[src/rtl/mips_mem_pkg.sv]
// Shared definitions for the load/store unit: access sizes, FSM states,
// the latched request payload and the alignment check.
package mips_mem_pkg;

  localparam int unsigned LSU_ADDR_W = 7;
  localparam int unsigned LSU_DATA_W = 32;

  localparam logic [1:0] SZ_BYTE = 2'b00;
  localparam logic [1:0] SZ_HALF = 2'b01;
  localparam logic [1:0] SZ_WORD = 2'b10;
  localparam logic [1:0] SZ_RSVD = 2'b11;

  typedef enum logic [1:0] {
    ST_IDLE = 2'd0,
    ST_RD   = 2'd1,
    ST_WR   = 2'd2,
    ST_RESP = 2'd3
  } lsu_state_t;

  typedef struct packed {
    logic                  write;
    logic [1:0]            size;
    logic                  sext;
    logic [1:0]            offset;
    logic [LSU_DATA_W-1:0] wdata;
  } lsu_req_t;

  // Reserved size or a half/word access that is not naturally aligned.
  function automatic logic req_bad(input logic [1:0] size, input logic [1:0] offset);
    return (size == SZ_RSVD) ||
           ((size == SZ_HALF) && offset[0]) ||
           ((size == SZ_WORD) && (offset != 2'b00));
  endfunction

endpackage

[src/rtl/lsu_lane.sv]
// Lane logic: extracts and extends sub-word loads, merges sub-word store data
// into the word read back from memory (little-endian lanes).
module lsu_lane
  import mips_mem_pkg::*;
(
  input  logic [1:0]            size,
  input  logic                  sext,
  input  logic [1:0]            offset,
  input  logic [LSU_DATA_W-1:0] rword,
  input  logic [LSU_DATA_W-1:0] wdata,
  output logic [LSU_DATA_W-1:0] load_c,
  output logic [LSU_DATA_W-1:0] merge_c
);

  logic [7:0]  byte_c;
  logic [15:0] half_c;

  always_comb begin
    byte_c  = rword[{offset, 3'b000} +: 8];
    half_c  = offset[1] ? rword[31:16] : rword[15:0];
    load_c  = rword;
    merge_c = wdata;
    case (size)
      SZ_BYTE: begin
        load_c  = {{24{sext & byte_c[7]}}, byte_c};
        merge_c = rword;
        merge_c[{offset, 3'b000} +: 8] = wdata[7:0];
      end
      SZ_HALF: begin
        load_c  = {{16{sext & half_c[15]}}, half_c};
        merge_c = offset[1] ? {wdata[15:0], rword[15:0]} : {rword[31:16], wdata[15:0]};
      end
      default: ;
    endcase
  end

endmodule

[src/rtl/load_store_unit.sv]
// Load/store unit between a CPU request port and a word-wide data memory;
// sub-word stores are done as read-modify-write.
module load_store_unit
  import mips_mem_pkg::*;
#(
  parameter int unsigned ADDR_W = LSU_ADDR_W,
  parameter int unsigned DATA_W = LSU_DATA_W
) (
  input  logic              clock,
  input  logic              reset,
  input  logic              req_valid,
  output logic              req_ready,
  input  logic              req_write,
  input  logic [1:0]        req_size,
  input  logic              req_signed,
  input  logic [ADDR_W-1:0] req_addr,
  input  logic [DATA_W-1:0] req_wdata,
  output logic              resp_valid,
  output logic [DATA_W-1:0] resp_rdata,
  output logic              resp_err,
  output logic [ADDR_W-1:0] address,
  output logic              MemRead,
  output logic              MemWrite,
  output logic [DATA_W-1:0] WriteData,
  input  logic [DATA_W-1:0] ReadData
);

  lsu_state_t        state, state_d;
  lsu_req_t          req_q, req_d;
  logic [ADDR_W-1:0] address_d;
  logic [DATA_W-1:0] wdata_d, rdata_d;
  logic              err_d;
  logic              accept_c;
  logic [DATA_W-1:0] load_c, merge_c;

  lsu_lane u_lane (
    .size    (req_q.size),
    .sext    (req_q.sext),
    .offset  (req_q.offset),
    .rword   (ReadData),
    .wdata   (req_q.wdata),
    .load_c  (load_c),
    .merge_c (merge_c)
  );

  // Next state plus the next value of every registered output.
  always_comb begin
    state_d   = state;
    req_d     = req_q;
    address_d = address;
    wdata_d   = WriteData;
    rdata_d   = '0;
    err_d     = 1'b0;
    accept_c  = req_valid && req_ready;
    case (state)
      ST_IDLE: begin
        if (accept_c) begin
          req_d.write  = req_write;
          req_d.size   = req_size;
          req_d.sext   = req_signed;
          req_d.offset = req_addr[1:0];
          req_d.wdata  = req_wdata;
          if (req_bad(req_size, req_addr[1:0])) begin
            err_d   = 1'b1;
            state_d = ST_RESP;
          end else begin
            address_d = {req_addr[ADDR_W-1:2], 2'b00};
            wdata_d   = req_wdata;
            state_d   = (req_write && (req_size == SZ_WORD)) ? ST_WR : ST_RD;
          end
        end
      end
      ST_RD: begin
        // Store here means read-modify-write: the merged word goes out in WR.
        if (req_q.write) begin
          wdata_d = merge_c;
          state_d = ST_WR;
        end else begin
          rdata_d = load_c;
          state_d = ST_RESP;
        end
      end
      ST_WR:   state_d = ST_RESP;
      ST_RESP: state_d = ST_IDLE;
      default: state_d = ST_IDLE;
    endcase
  end

  always_ff @(posedge clock or negedge reset) begin
    if (!reset) begin
      state      <= ST_IDLE;
      req_q      <= '0;
      req_ready  <= 1'b1;
      resp_valid <= 1'b0;
      resp_rdata <= '0;
      resp_err   <= 1'b0;
      address    <= '0;
      MemRead    <= 1'b0;
      MemWrite   <= 1'b0;
      WriteData  <= '0;
    end else begin
      state      <= state_d;
      req_q      <= req_d;
      req_ready  <= (state_d == ST_IDLE);
      resp_valid <= (state_d == ST_RESP);
      resp_rdata <= rdata_d;
      resp_err   <= err_d;
      address    <= address_d;
      MemRead    <= (state_d == ST_RD);
      MemWrite   <= (state_d == ST_WR);
      WriteData  <= wdata_d;
    end
  end

endmodule
[config.mk]
export PLATFORM = sky130hd
export DESIGN_NAME = load_store_unit
export DESIGN_NICKNAME = d
export VERILOG_FILES = /design/src/rtl/mips_mem_pkg.sv /design/src/rtl/lsu_lane.sv /design/src/rtl/load_store_unit.sv
export SDC_FILE = /design/constraint.sdc
export NUM_CORES = 1
export LEC_CHECK = 0
export ABC_AREA = 1
export CAP_MARGIN = 40
export CORE_MARGIN = 2
export CORE_UTILIZATION = 51
export DETAILED_ROUTE_END_ITERATION = 8
export GPL_TIMING_DRIVEN = 0
export PLACE_DENSITY = 0.88
export SLEW_MARGIN = 25
export SYNTH_ARGS = -nofsm -noshare
export SYNTH_HDL_FRONTEND = slang
export SYNTH_SLANG_ARGS = --single-unit
[constraint.sdc]
create_clock -name clock -period 2.7 [get_ports clock]
set_clock_uncertainty 0.2 [all_clocks]
set_input_delay 0.54 -clock clock [delete_from_list [all_inputs] [get_ports clock]]
set_output_delay 0.54 -clock clock [all_outputs]
set_load 0.01 [all_outputs]
Word-level counts from Yosys, hierarchy flattened
Cells that the tools add are included.
{ "word_totals": {"elab_cells": 67, "latchBits": 0, "out_inout_bits": 76, "n_memories": 0, "mem_bits_ro": 0, "ff_bits": 114, "in_bits": 78, "ramBits": 0} }
{ "classes": {"addsub": 1, "magnitude_cmp": 0, "muxes": 19, "n_shift": 3, "reduce_logical": 14, "n_mul": 0, "div_mod_pow": 0, "n_bitwise": 3, "eq_ne": 13} }
{ "op_table": {"columns": ["operator", "n"], "rows": [
  ["$mux W32", 6],
  ["$pmux W32 S2", 3],
  ["$bwmux W32", 1],
  ["$shift A8 B7 Y32 const A", 1],
  ["$shiftx A32 B6 Y8", 1],
  ["$shiftx A8 B7 Y32", 1],
  ["$mux W16", 1],
  ["$eq A2 B2 Y1 const B", 6],
  ["$eq A2 B1 Y1 const B", 4],
  ["$pmux W2 S4", 1],
  ["$neg A5 Y7", 1],
  ["$logic_not A2 Y1", 3],
  ["$mux W2", 3],
  ["$ne A2 B2 Y1 const B", 3],
  ["$logic_and A1 B1 Y1", 4],
  ["$mux W1", 4],
  ["$reduce_and A4 Y1", 1],
  ["$reduce_bool A2 Y1", 2],
  ["$reduce_and A3 Y1", 1],
  ["$and A1 B1 Y1", 2],
  ["$logic_or A1 B1 Y1", 2],
  ["$reduce_and A2 Y1", 1],
  ["$not A1 Y1", 1]
]} }

Longest topological paths before layout
{ "depth": {"depth_word": 8, "depth_mapped": 14, "ltp_nobuf": 11} }

By module
Synthesis repeated with hierarchy kept, for this count alone.
{ "unflattened": {"cells_unflattened": 944, "hier_area_um2": 6635.1} }
{ "by_module_without_submodules": {"columns": ["mod", "seq_area_each_um2", "area_each_um2", "instances", "cells_per_inst"], "rows": [
  ["load_store_unit", 2854.0, 4829.6, 1, 543],
  ["lsu_lane", 0.0, 1805.5, 1, 401]
]} }

Worst setup path after synthesis
No wires, ideal clock.
{ "synth_path": {"path_type": "register to register", "start": "reg req_q[33] in the netlist's numbering", "end": "reg WriteData[0]", "path_slack_ps": 355, "synth_period_minus_slack_ps": 2345, "arrival_time_ps": 2062, "path_stages_with_launch": 13, "path_buffers": 3, "setup_ps": 83, "t_required_ps": 2417, "path_cell_list": "dfrtp_1 -> buf_4 -> inv_2 -> buf_6 -> clkbuf_1 -> ha_1 -> nor2_1 -> nand2_1 -> nand2_1 -> nand2_1 -> nand2_1 -> nor2_1 -> o21ai_0"} }
{ "synth_via": {"elab_chain_len": 6, "elab_cells_between_ends": 8, "cone_classes": "add/sub (1); shift (2); mux (5)"} }
{ "synth_rtl": {"columns": ["item", "line", "text"], "rows": [
  ["start: declaration", "load_store_unit.sv:29", "lsu_req_t req_q, req_d;"],
  ["start signal: assignment", "load_store_unit.sv:103", "req_q <= req_d;"],
  ["$neg A5 Y7", "lsu_lane.sv:27", "merge_c[{offset, 3'b000} +: 8] = wdata[7:0];"],
  ["$shiftx A8 B7 Y32 / $shift A8 B7 Y32 (equally long branches)", "lsu_lane.sv:27", null],
  ["$bwmux W32", "lsu_lane.sv:27", null],
  ["$pmux W32 S2 *", "lsu_lane.sv:23", "case (size)"],
  ["$mux W32 *", "load_store_unit.sv:75", "if (req_q.write) begin"],
  ["$pmux W32 S2 *", "load_store_unit.sv:55", "case (state)"],
  ["end signal: assignment", "load_store_unit.sv:111", "WriteData <= wdata_d;"],
  ["end: declaration", "load_store_unit.sv:24", "output logic [DATA_W-1:0] WriteData,"]
]} }
Mark *: on every way between the ends. The rest lies on a longest branch, timed or not. The select of a mux whose other input is x is not followed.
A chain may end at the register's enable or synchronous reset.

Worst setup path after layout
{ "layout_path": {"start": "reg req_q[32] in the netlist's numbering", "end": "reg WriteData[23]"} }
{ "layout_via": {"elab_chain_len": 6, "elab_cells_between_ends": 7, "cone_classes": "add/sub (1); shift (2); mux (4)"} }
{ "layout_rtl": {"columns": ["item", "line"], "rows": [
  ["$neg A5 Y7 *", "lsu_lane.sv:27"],
  ["$shiftx A8 B7 Y32 / $shift A8 B7 Y32 (equally long branches)", "lsu_lane.sv:27"],
  ["$bwmux W32 *", "lsu_lane.sv:27"],
  ["$pmux W32 S2 *", "lsu_lane.sv:23"],
  ["$mux W32 *", "load_store_unit.sv:75"],
  ["$pmux W32 S2 *", "load_store_unit.sv:55"]
]} }
Marks and branches as above.

==> results.cfg <==
[outcome]
outcome = finished, final reports clean

[setup_path]
r2r-end = WriteData[23]
critical_path_class = reg2reg
cp.required_ns = 2.84
r2r_cells = 9
critPathMaxFanout = 8
startpoint = req_q[32]
cp-start-kind = register
r2r_slack_ns = 0.25
crit_arrival_ns = 2.59
reg2reg_from = req_q[32]
endpoint_kind = register

[timing]
fin_crit_ns = 2.45
setup_viol = 0
maxSlewViolCount = 0
finalHoldViolations = 0
rsz0062_at_grt = no
slew_headroom_pct = 61.8
finalCritPeriodShare_pct = 90.7
worst_slew_pin_slew_ns = 0.574
max_freq_ghz = 0.409

[final_layout]
area_growth_pct = 36.7
drive_gt1_share_pct = 9.63
mostFrequentLayoutCell = nand2_1
mostFrequentLayoutCells = nand2_1, clkdlybuf4s50_1, dfrtp_1
fin_area_sq_um = 9060
instances_no_fill = 1294
fin_nets = 1193

[clock_network]
cts_made_buffers = 17
clkLatencyLatePin_ns = 0.43
postCtsSetupRepairBufs = 0
clockRootBuffer = clkbuf_16
clk_path_buf_depth = 2
cts_tree = yes
htreeDepth = 4
cts.reportedPaths.clkPinSlew_ns = 0.05
clock_sinks = 114

[flow_run]
max_cap_violations = 0

[placement]
gp_congestion = 1.00
portBuffers = 151
placed_area_sq_um = 8390
dp.cells = 1262
dp_hpwl_mm = 17.6

[global_route]
antenna_found_initial = 1
overflow = 0
grt_use_total_pct = 34.8
grt_max_degree = 62
grt_pass1_vias = 7039
grt_pass1_wl_mm = 37.5

[power]
p_per_area_nw_per_um2 = 1290
peakVddDrop_v = 0.000675
clockPowerShare_pct = 21.6
combPwrFrac_pct = 52.5
power.total_w = 0.0117
seqPwrFrac_pct = 25.9
power.switching_w = 0.00522
netSwitchingFraction_pct = 44.5
internal_power_w = 0.00651
p_leak_nw = 4.25

[hold_path]
min_from = WriteData[30]
whs_endpoint = WriteData[30]
hold_depth = 2
hold_class = reg2reg

[yosys]
synth_area_per_cell_sq_um = 7.08
synth_cell_type_count = 30
synthCells = 937
synth_warnings = 0
synth_seq_area_share_pct = 43.0
syn_area_sq_um = 6630
ys_ff_latch = 114

[floorplan]
io_pins = 154
dieArea_sq_um = 13900
die_h_um = 118
core_sq_um = 12700
start_util_pct = 52.3
die_w_um = 118
rows = 41

[route]
drc_errors = 0
drt_first_pass_iters = 5
vias_per_cell = 5.64
drt_first_iter_violations = 828
wl_mm = 23.8
vias = 7301
ant_nets = 0
wl_per_cell_um = 18.4
layer usage:
metal / vias to the layer above / global-route usage, % / share of wire, %
li1: 3384 / - / -
met2: 496 / 56.1 / 46
met4: 0 / 17.3 / 4.8
met5: - / 0 / 0
met3: 94 / 8.58 / 10
met1: 3327 / 43.6 / 39
power groups by stage:
| stage | sequential, W | clock, W | combinational (W) |
|---|---|---|---|
| after floorplan | 0.00310 | 0 | 0.00342 |
| after global placement | 0.00300 | 0 | 0.00583 |
| after detailed placement | 0.00302 | 0 | 0.00595 |
| after CTS | 0.00301 | 0.00254 | 0.00602 |
| after global routing | 0.00309 | 0.00261 | 0.00675 |
| final | 0.00304 | 0.00254 | 0.00616 |
worst max path at each step:
stage	endpoint	slack, ns	depth (start not counted)
floorplan	WriteData[0]	0.36	12
global placement	req_q[29]	-3.30	1
detailed placement	WriteData[2]	-0.25	12
CTS	WriteData[2]	0.15	10
global route	WriteData[13]	0.02	10
finish	WriteData[23]	0.25	9
logic make-up (layout without fill, tap and decap cells):
| family | count (synthesis) | in the layout | synth area share (%) |
|---|---|---|---|
| compound gates | 217 | 217 | 17.4 |
| fa+ha+maj | 7 | 7 | 1.32 |
| buf+inv | 129 | 312 | 8.21 |
| flops | 114 | 114 | 43.0 |
| mux | 5 | 5 | 0.849 |
| other cells | 1 | 3 | 0.0566 |
| simple gates | 464 | 464 | 29.1 |
flip-flops by register name, indices dropped and copies added (netlist names):
name	count
req_q	38
WriteData	32
resp_rdata	32
address	5
state	2
MemRead	1
MemWrite	1
req_ready	1
resp_err	1
resp_valid	1
area by class of cell:
class | count | area (sq um)
flip-flops and latches | 114 | 2850
repair buffers | 153 | 1550
inverters | 73 | 274
clock inverters | 10 | 178
multi-input cells | 695 | 3240
clock buffers | 22 | 484
diodes | 1 | 2.50
plain buffers | 54 | 263
well taps | 172 | 215
fillers | 1043 | 3610
cell usage after synthesis:
cell type / n / share of area, %
nand2_1: 290 / 16
dfrtp_1: 113 / 43
o21ai_0: 99 / 7.5
a21oi_1: 80 / 6.0
nor2_1: 80 / 4.5
inv_1: 69 / 3.9
nand3_1: 58 / 4.4
clkbuf_1: 25 / 1.4
buf_2: 23 / 1.7
o211ai_1: 18 / 2.0
nor2_2: 12 / 1.1
o21ai_1: 10 / 0.75
or2_2: 10 / 0.94
ha_1: 7 / 1.3
nand2_2: 6 / 0.57
a31oi_1: 5 / 0.47
mux2_2: 5 / 0.85
o221ai_1: 5 / 0.66
buf_4: 4 / 0.45
inv_2: 3 / 0.17
nand4_1: 3 / 0.28
buf_6: 2 / 0.34
nand2_4: 2 / 0.34
nor2_4: 2 / 0.34
buf_1: 1 / 0.057
clkbuf_2: 1 / 0.075
clkinv_1: 1 / 0.057
conb_1: 1 / 0.057
dfstp_2: 1 / 0.40
nand3_2: 1 / 0.15
repair_timing:
| action | in CTS | in global routing |
|---|---|---|
| endpoints found under the setup margin | 18 | 4 |
| gates resized for setup | 0 | 3 |
| hold buffers | 1 | 0 |
| endpoints found under the hold margin | 53 | 0 |
| gates cloned | 0 | 0 |
stage by stage:
stage / TNS (ns) / hold slack, ns / setup slack (ns) / util [%]
finish: 0 / 0.288 / 0.252 / 71.5
global route: 0 / 0.311 / 0.0222 / 71.5
CTS: 0 / 0.291 / 0.149 / 71.5
detailed placement: -1.75 / 0.269 / -0.255 / 66.2
global placement: -374.88 / 0.267 / -3.30 / 66.0
floorplan: 0 / 0.0444 / 0.355 / -
critical path, cell delays in order (launching register included):
cell and delay, ns:
dfrtp_1 0.38, buf_2 0.26, inv_1 0.21, ha_2 0.46, inv_1 0.11, nor2_1 0.19
nand2_1 0.09, a21oi_1 0.22, nor2_1 0.08, o21ai_1 0.17
No activity file was read; power rests on OpenSTA's default activity.
